**src/rtl/fifo_rr_drain_arbiter.sv**
```systemverilog
// rtl/fifo_rr_drain_arbiter.sv - round-robin burst drain of NUM_PORTS registered-dout fifos onto one valid/ready sink
module fifo_rr_drain_arbiter #(
    parameter int NUM_PORTS  = 4,
    parameter int data_width = 8,
    parameter int MAX_BURST  = 4,
    parameter int src_width  = $clog2(NUM_PORTS)
) (
    input  logic                            clk,
    input  logic                            rst,
    input  logic [NUM_PORTS-1:0]            port_mask,
    input  logic [NUM_PORTS-1:0]            fifo_empty,
    input  logic [NUM_PORTS*data_width-1:0] fifo_dout,
    output logic [NUM_PORTS-1:0]            fifo_rd_en,
    output logic [data_width-1:0]           out_data,
    output logic [src_width-1:0]            out_src,
    output logic                            out_valid,
    input  logic                            out_ready
);

    localparam int CNT_W = $clog2(MAX_BURST + 1);

    typedef enum logic [1:0] {IDLE, READ, LOAD, SEND} state_t;

    state_t               state;
    logic [src_width-1:0] grant;
    logic [src_width-1:0] last_grant;
    logic [src_width-1:0] next_grant;
    logic [CNT_W-1:0]     burst_cnt;
    logic [NUM_PORTS-1:0] eligible;
    logic                 any_eligible;

    function automatic logic [src_width-1:0] wrap_idx(input int i);
        return src_width'(i % NUM_PORTS);
    endfunction

    assign eligible = ~fifo_empty & port_mask;

    // Scan from the farthest offset down so the nearest eligible port after last_grant wins.
    always_comb begin
        next_grant   = last_grant;
        any_eligible = 1'b0;
        for (int k = NUM_PORTS; k >= 1; k--) begin
            if (eligible[wrap_idx(int'(last_grant) + k)]) begin
                next_grant   = wrap_idx(int'(last_grant) + k);
                any_eligible = 1'b1;
            end
        end
    end

    // Strobe is gated by rst so a reset landing in READ never pops a word.
    always_comb begin
        fifo_rd_en = '0;
        if (state == READ && !rst) begin
            fifo_rd_en[grant] = 1'b1;
        end
    end

    always_ff @(posedge clk) begin
        if (rst) begin
            state      <= IDLE;
            grant      <= '0;
            last_grant <= src_width'(NUM_PORTS - 1);
            burst_cnt  <= '0;
            out_valid  <= 1'b0;
            out_data   <= '0;
            out_src    <= '0;
        end else begin
            case (state)
                IDLE: begin
                    if (any_eligible) begin
                        grant <= next_grant;
                        state <= READ;
                    end
                end
                READ: begin
                    state <= LOAD;
                end
                LOAD: begin
                    out_data  <= fifo_dout[int'(grant)*data_width +: data_width];
                    out_src   <= grant;
                    out_valid <= 1'b1;
                    burst_cnt <= burst_cnt + CNT_W'(1);
                    state     <= SEND;
                end
                SEND: begin
                    if (out_ready) begin
                        out_valid <= 1'b0;
                        if (int'(burst_cnt) < MAX_BURST && !fifo_empty[grant]) begin
                            state <= READ;
                        end else begin
                            last_grant <= grant;
                            burst_cnt  <= '0;
                            state      <= IDLE;
                        end
                    end
                end
                default: state <= IDLE;
            endcase
        end
    end

endmodule

```
**config.mk**
```make
export PLATFORM = sky130hd
export DESIGN_NAME = fifo_rr_drain_arbiter
export DESIGN_NICKNAME = d
export VERILOG_FILES = /design/src/rtl/fifo_rr_drain_arbiter.sv
export SDC_FILE = /design/constraint.sdc
export NUM_CORES = 1
export LEC_CHECK = 0
export CELL_PAD_IN_SITES_DETAIL_PLACEMENT = 1
export CELL_PAD_IN_SITES_GLOBAL_PLACEMENT = 2
export CORE_MARGIN = 2
export CORE_UTILIZATION = 25
export DETAILED_ROUTE_END_ITERATION = 10
export PLACE_DENSITY_LB_ADDON = 0.1
export SYNTH_ARGS = -nofsm -noshare
export SYNTH_HDL_FRONTEND = slang
export SYNTH_SLANG_ARGS = --single-unit
```
**constraint.sdc**
```tcl
create_clock -name clk -period 4.1 [get_ports clk]
set_input_delay 0.41 -clock clk [delete_from_list [all_inputs] [get_ports clk]]
set_output_delay 0.41 -clock clk [all_outputs]
set_load 0.01 [all_outputs]
```
# Word level (Yosys, flattened, before mapping)
# Cells that the tools add are included.
[op_classes]
add_sub_neg = 5
n_lt_le_gt_ge = 7
eq_ne = 6
n_shift = 1
mux = 30
bitwise = 3
n_reduce_logical = 12
[ops]
columns = ["cell", "n"]
rows = [
  ["variable part select 32 x 6 -> 8 bit", 1],
  ["< comparator 2 x 3 -> 1 bit (second input constant)", 5],
  ["2-to-1 mux 1 bit", 12],
  ["2-to-1 mux 2 bit", 6],
  ["binary-select mux 1 bit (select 2 bit)", 5],
  ["case mux 2 bit (4 select lines)", 1],
  ["2-to-1 mux 3 bit", 2],
  ["inequality test 2 bit (second input constant)", 3],
  ["case mux 3 bit (2 select lines)", 1],
  ["AND reduction 2 bit", 3],
  ["AND reduction 3 bit", 2],
  ["adder 2 x 1 -> 2 bit (second input constant)", 2],
  ["adder 2 bit (second input constant)", 2],
  ["bitwise AND 4 bit", 1],
  ["== test 2 bit (second input constant)", 2],
  ["2-to-1 mux 4 bit", 1],
  ["NOT 4 bit", 1],
  ["adder 3 x 1 -> 3 bit (second input constant)", 1],
  ["logical AND 1 bit", 3],
  ["< comparator 3 bit (second input constant)", 1],
  ["demux 1 bit (select 2 bit)", 1],
  ["== test 2 x 1 -> 1 bit (second input constant)", 1],
  ["greater-or-equal comparator 2 x 1 -> 1 bit (second input constant)", 1],
  ["zero test 1 bit", 2],
  ["4 further kinds", 4],
]
[totals]
ff_bits = 20
inputBits = 43
output_inout_bits = 15
elab_cells = 71

# Longest topological paths before layout
[logic_depth]
word_depth = 10
ltp_mapped = 6
depth_no_buf = 6

# Least setup slack after synthesis
# No wires, ideal clock.
[synth_path]
kind = "register -> output"
from = "reg grant[1]"
to = "out fifo_rd_en[2]"
t_arrival_ps = 1161
required_ps = 3690
path_slack_ps = 2529
stages_incl_launch_ff = 4
path_cell_list = "dfxtp_1 buf_2 buf_1 nor4bb_1"
[synth_between]
elab_chain_len = 5
elab_cells_between_ends = 6
cone_classes = "order compare (2); mux (3); reduce/logical (1)"
[synth_rtl]
columns = ["item", "line", "rtl"]
rows = [
  ["start: declaration", "25", "logic [src_width-1:0] grant;"],
  ["start signal: assignment", "71", "grant <= next_grant;"],
  ["< comparator 2 x 3 -> 1 bit (implied by the code) / greater-or-equal comparator 2 x 1 -> 1 bit (equally long branches)", "54", "fifo_rd_en[grant] = 1'b1;"],
  ["logical AND 1 bit (implied by the code)", "54", ""],
  ["2-to-1 mux 1 bit (implied by the code)", "54", ""],
  ["demux 1 bit (select 2 bit) (*)", "54", ""],
  ["2-to-1 mux 4 bit (*)", "53", "if (state == READ && !rst) begin"],
  ["end: declaration", "13", "output logic [NUM_PORTS-1:0] fifo_rd_en,"],
]
# Every way passes the cells marked *; elsewhere a longest branch is shown, timed or not.

# Worst setup path after layout
[layout_path]
from = "in rst"
to = "out fifo_rd_en[1]"
[layout_between]
elab_chain_len = 3
[layout_rtl]
columns = ["item", "line", "rtl"]
rows = [
  ["start: declaration", "9", "input logic rst,"],
  ["zero test 1 bit", "53", ""],
  ["logical AND 1 bit", "53", ""],
  ["2-to-1 mux 4 bit", "53", ""],
]
# Every way passes these cells.

==> results.toml <==
[grt]
antenna_found_initial = 0
overflow = 0
grt_max_degree = 26
grt_pass1_wl_um = 5900
gr-usage-all-layers = 0.137
grt_pass1_vias = 1298

[cts]
cts-root-buf = "clkbuf_8"
cts_tree = "built"
numCtsBuffers = 3
cts_buffer_depth = 2
worstSkewPairLatency_ps = 260
htreeDepth = 1
cts_sinks = 20
cts_resized = 0
path_clk_slew_ps = 80
ctsHoldBuffers = 0
postCtsSetupRepairBufs = 0

[sta]
tightest_slew_ps = 884
setup-tns-final_ps = 0
clock_skew_ps = 1.74
slew_headroom = 0.409
grt_setup_unrepaired = "false"
slew_viol_final = 0
finalSetupViolCount = 0
post-route-period-util = 0.671
fmax_mhz = 364
layout_min_cycle_time_ps = 2750
hold_viol = 0

[critical_path]
r2r_slack_ps = 2060
crit_type = "in2out"
ff2ff_path_depth = 5
endpoint_kind = "output port"
critPathRequiredTime_ps = 3690
r2r-end = "burst_cnt[0]"
cp-endpoint = "fifo_rd_en[1]"
start_kind = "input pin"
worstPathMaxFanout = 25
worstPathArrival_ps = 2340
r2r_start = "grant[0]"
startpoint = "rst"

[placement]
dp_hpwl_um = 2940
postPlaceCellArea_mm2 = 0.00189
gp_congestion = 0.689
numPortBuffers = 57

[floorplan]
initial_core_util = 0.264
core_area_mm2 = 0.00482
rows = 25
die_area_mm2 = 0.00568
die_w_um = 75.3
die_h_um = 75.3
io_pins = 58

[yosys]
synthCells = 129
synth_fa_ha_area_frac = 0.0590
synth_xor_xnor_area_share = 0.00688
synth_mux_area_frac = 0.278
yosys.area_share.simple = 0.208
yosysUniqueCellTypes = 34
synth-compound-area-share = 0.0885
syn_nets = 178
ys_warn_count = 0
netlist_area_mm2 = 0.00127
avgSynthCellArea_um2 = 9.86
ys_ff_latch = 20
synth_top_family_by_area = "multiplexers"
yosysSeqAreaShare = 0.315

[finish]
synthToLayoutAreaGrowth_pct = 53.8
drive_gt1_frac = 0.0659
stdcell_area_mm2 = 0.00196
num_antenna_cells = 0
seq_area_um2 = 400
n_fill_cell = 584
nNetsFinal = 232
multiInputGateArea_um2 = 816

[pwr]
power_density_mw_per_mm2 = 442
p_leak_nw = 0.711
ir_drop_mv = 0.275

[drt]
dr.first_iter.drc_count = 25
wl_um = 3680
wl_per_cell_um = 14.8
vias = 1188
vias_per_cell = 4.77
first_pass_iters = 4
ant_nets = 0
drcViolationCount = 0

[job]
max_cap_viol_count = 0

[hold_path]
min_path_type = "reg2reg"

[status]
status = "finished clean"
flip-flops by register name, summed over array words and instances, names as in the netlist:
signal	flops
state	2
last_grant	2
grant	2
burst_cnt	3
out_data	8
out_src	2
out_valid	1
cell usage after synthesis:
library cell,instances,area share
a211o_1,1,0.0069
a211oi_1,2,0.012
a21oi_1,9,0.035
a221o_1,1,0.0079
a2bb2oi_1,2,0.014
and2_1,1,0.0049
and3_1,1,0.0049
and4b_1,1,0.0079
buf_1,1,0.0029
buf_2,3,0.012
buf_6,1,0.0088
clkbuf_1,3,0.0088
dfxtp_1,20,0.31
ha_1,6,0.059
inv_1,4,0.012
mux2_2,2,0.018
mux2i_1,11,0.087
mux4_1,5,0.10
mux4_2,4,0.071
nand2_1,6,0.018
nand2b_1,6,0.030
nand3_1,3,0.012
nand4_1,1,0.0049
nor2_1,17,0.050
nor2_2,1,0.0049
nor2b_1,3,0.015
nor3_1,4,0.016
nor3b_1,2,0.012
nor4b_1,1,0.0069
nor4bb_1,2,0.016
o21ai_0,2,0.0079
o22ai_1,1,0.0049
or2_4,1,0.0069
xor2_1,1,0.0069
where the power goes:
group / internal, mW / switching [mW]
clock: 0.130 / 0.0668
sequential: 0.239 / 0.0683
combinational: 0.221 / 0.140
total: 0.590 / 0.275
cell type report:
type                            count  share of cell area
Clock inverter                      1              0.0153
Multi-Input combinational cell     97               0.417
Inverter                            4             0.00767
Sequential cell                    20               0.205
Tap cell                           67              0.0428
Timing Repair Buffer               57               0.292
Clock buffer                        3              0.0211
worst max-delay path, cell delays in order:
cell and delay [ps]:
clkdlybuf4s50_1 860, nor4bb_1 450, clkdlybuf4s50_1 610
layout by cell type, fill, tap and decap left out, drive strengths merged, types with 3 or more instances in the layout:
| cell | instances |
|---|---|
| clkdlybuf4s50 | 57 |
| nand2b | 6 |
| a21oi | 9 |
| nor3 | 4 |
| dfxtp | 20 |
| clkbuf | 3 |
| ha | 6 |
| nand3 | 3 |
| nor2 | 18 |
| mux4 | 9 |
| nand2 | 6 |
| nor2b | 3 |
| inv | 4 |
| mux2i | 11 |
kinds of logic (layout without fill, tap and decap cells):
| group | count (synthesis) | count (layout) |
|---|---|---|
| buffers and inverters | 12 | 65 |
| flip-flops | 20 | 20 |
| AND/OR/NAND/NOR | 50 | 50 |
| XOR/XNOR | 1 | 1 |
| AO/OA/AOI/OAI | 18 | 18 |
| multiplexers | 22 | 22 |
| adder cells (fa/ha/maj) | 6 | 6 |
how the worst min path moves through the flow:
stage / startpoint / endpoint / cells past startpoint
finish: burst_cnt[1] / burst_cnt[1] / 2
global route: burst_cnt[1] / burst_cnt[1] / 2
CTS: burst_cnt[1] / burst_cnt[1] / 2
detailed placement: burst_cnt[1] / burst_cnt[1] / 2
global placement: burst_cnt[1] / burst_cnt[1] / 2
floorplan: burst_cnt[1] / burst_cnt[1] / 2
layer usage:
metal / track usage / part of all wire / wire (µm)
met5: 0 / 0 / 0
met4: 0.0195 / 0 / 0
met2: 0.266 / 0.54 / 1970
met3: 0.0331 / 0.055 / 203
met1: 0.153 / 0.41 / 1500
stage by stage:
| step | hold slack [ps] | power [mW] | worst slack (ps) | instances | util |
|---|---|---|---|---|---|
| 2_1_floorplan | 447 | 0.532 | 2530 | 129 | - |
| 3_3_place_gp | 456 | 0.669 | 1350 | 245 | 0.391 |
| 3_5_place_dp | 477 | 0.682 | 1280 | 245 | 0.391 |
| 4_1_cts | 488 | 0.883 | 1290 | 249 | 0.406 |
| 5_1_grt | 519 | 0.938 | 1170 | 249 | 0.406 |
| 6_report | 492 | 0.865 | 1350 | 249 | 0.406 |
Power figures use the tool's default switching activity.
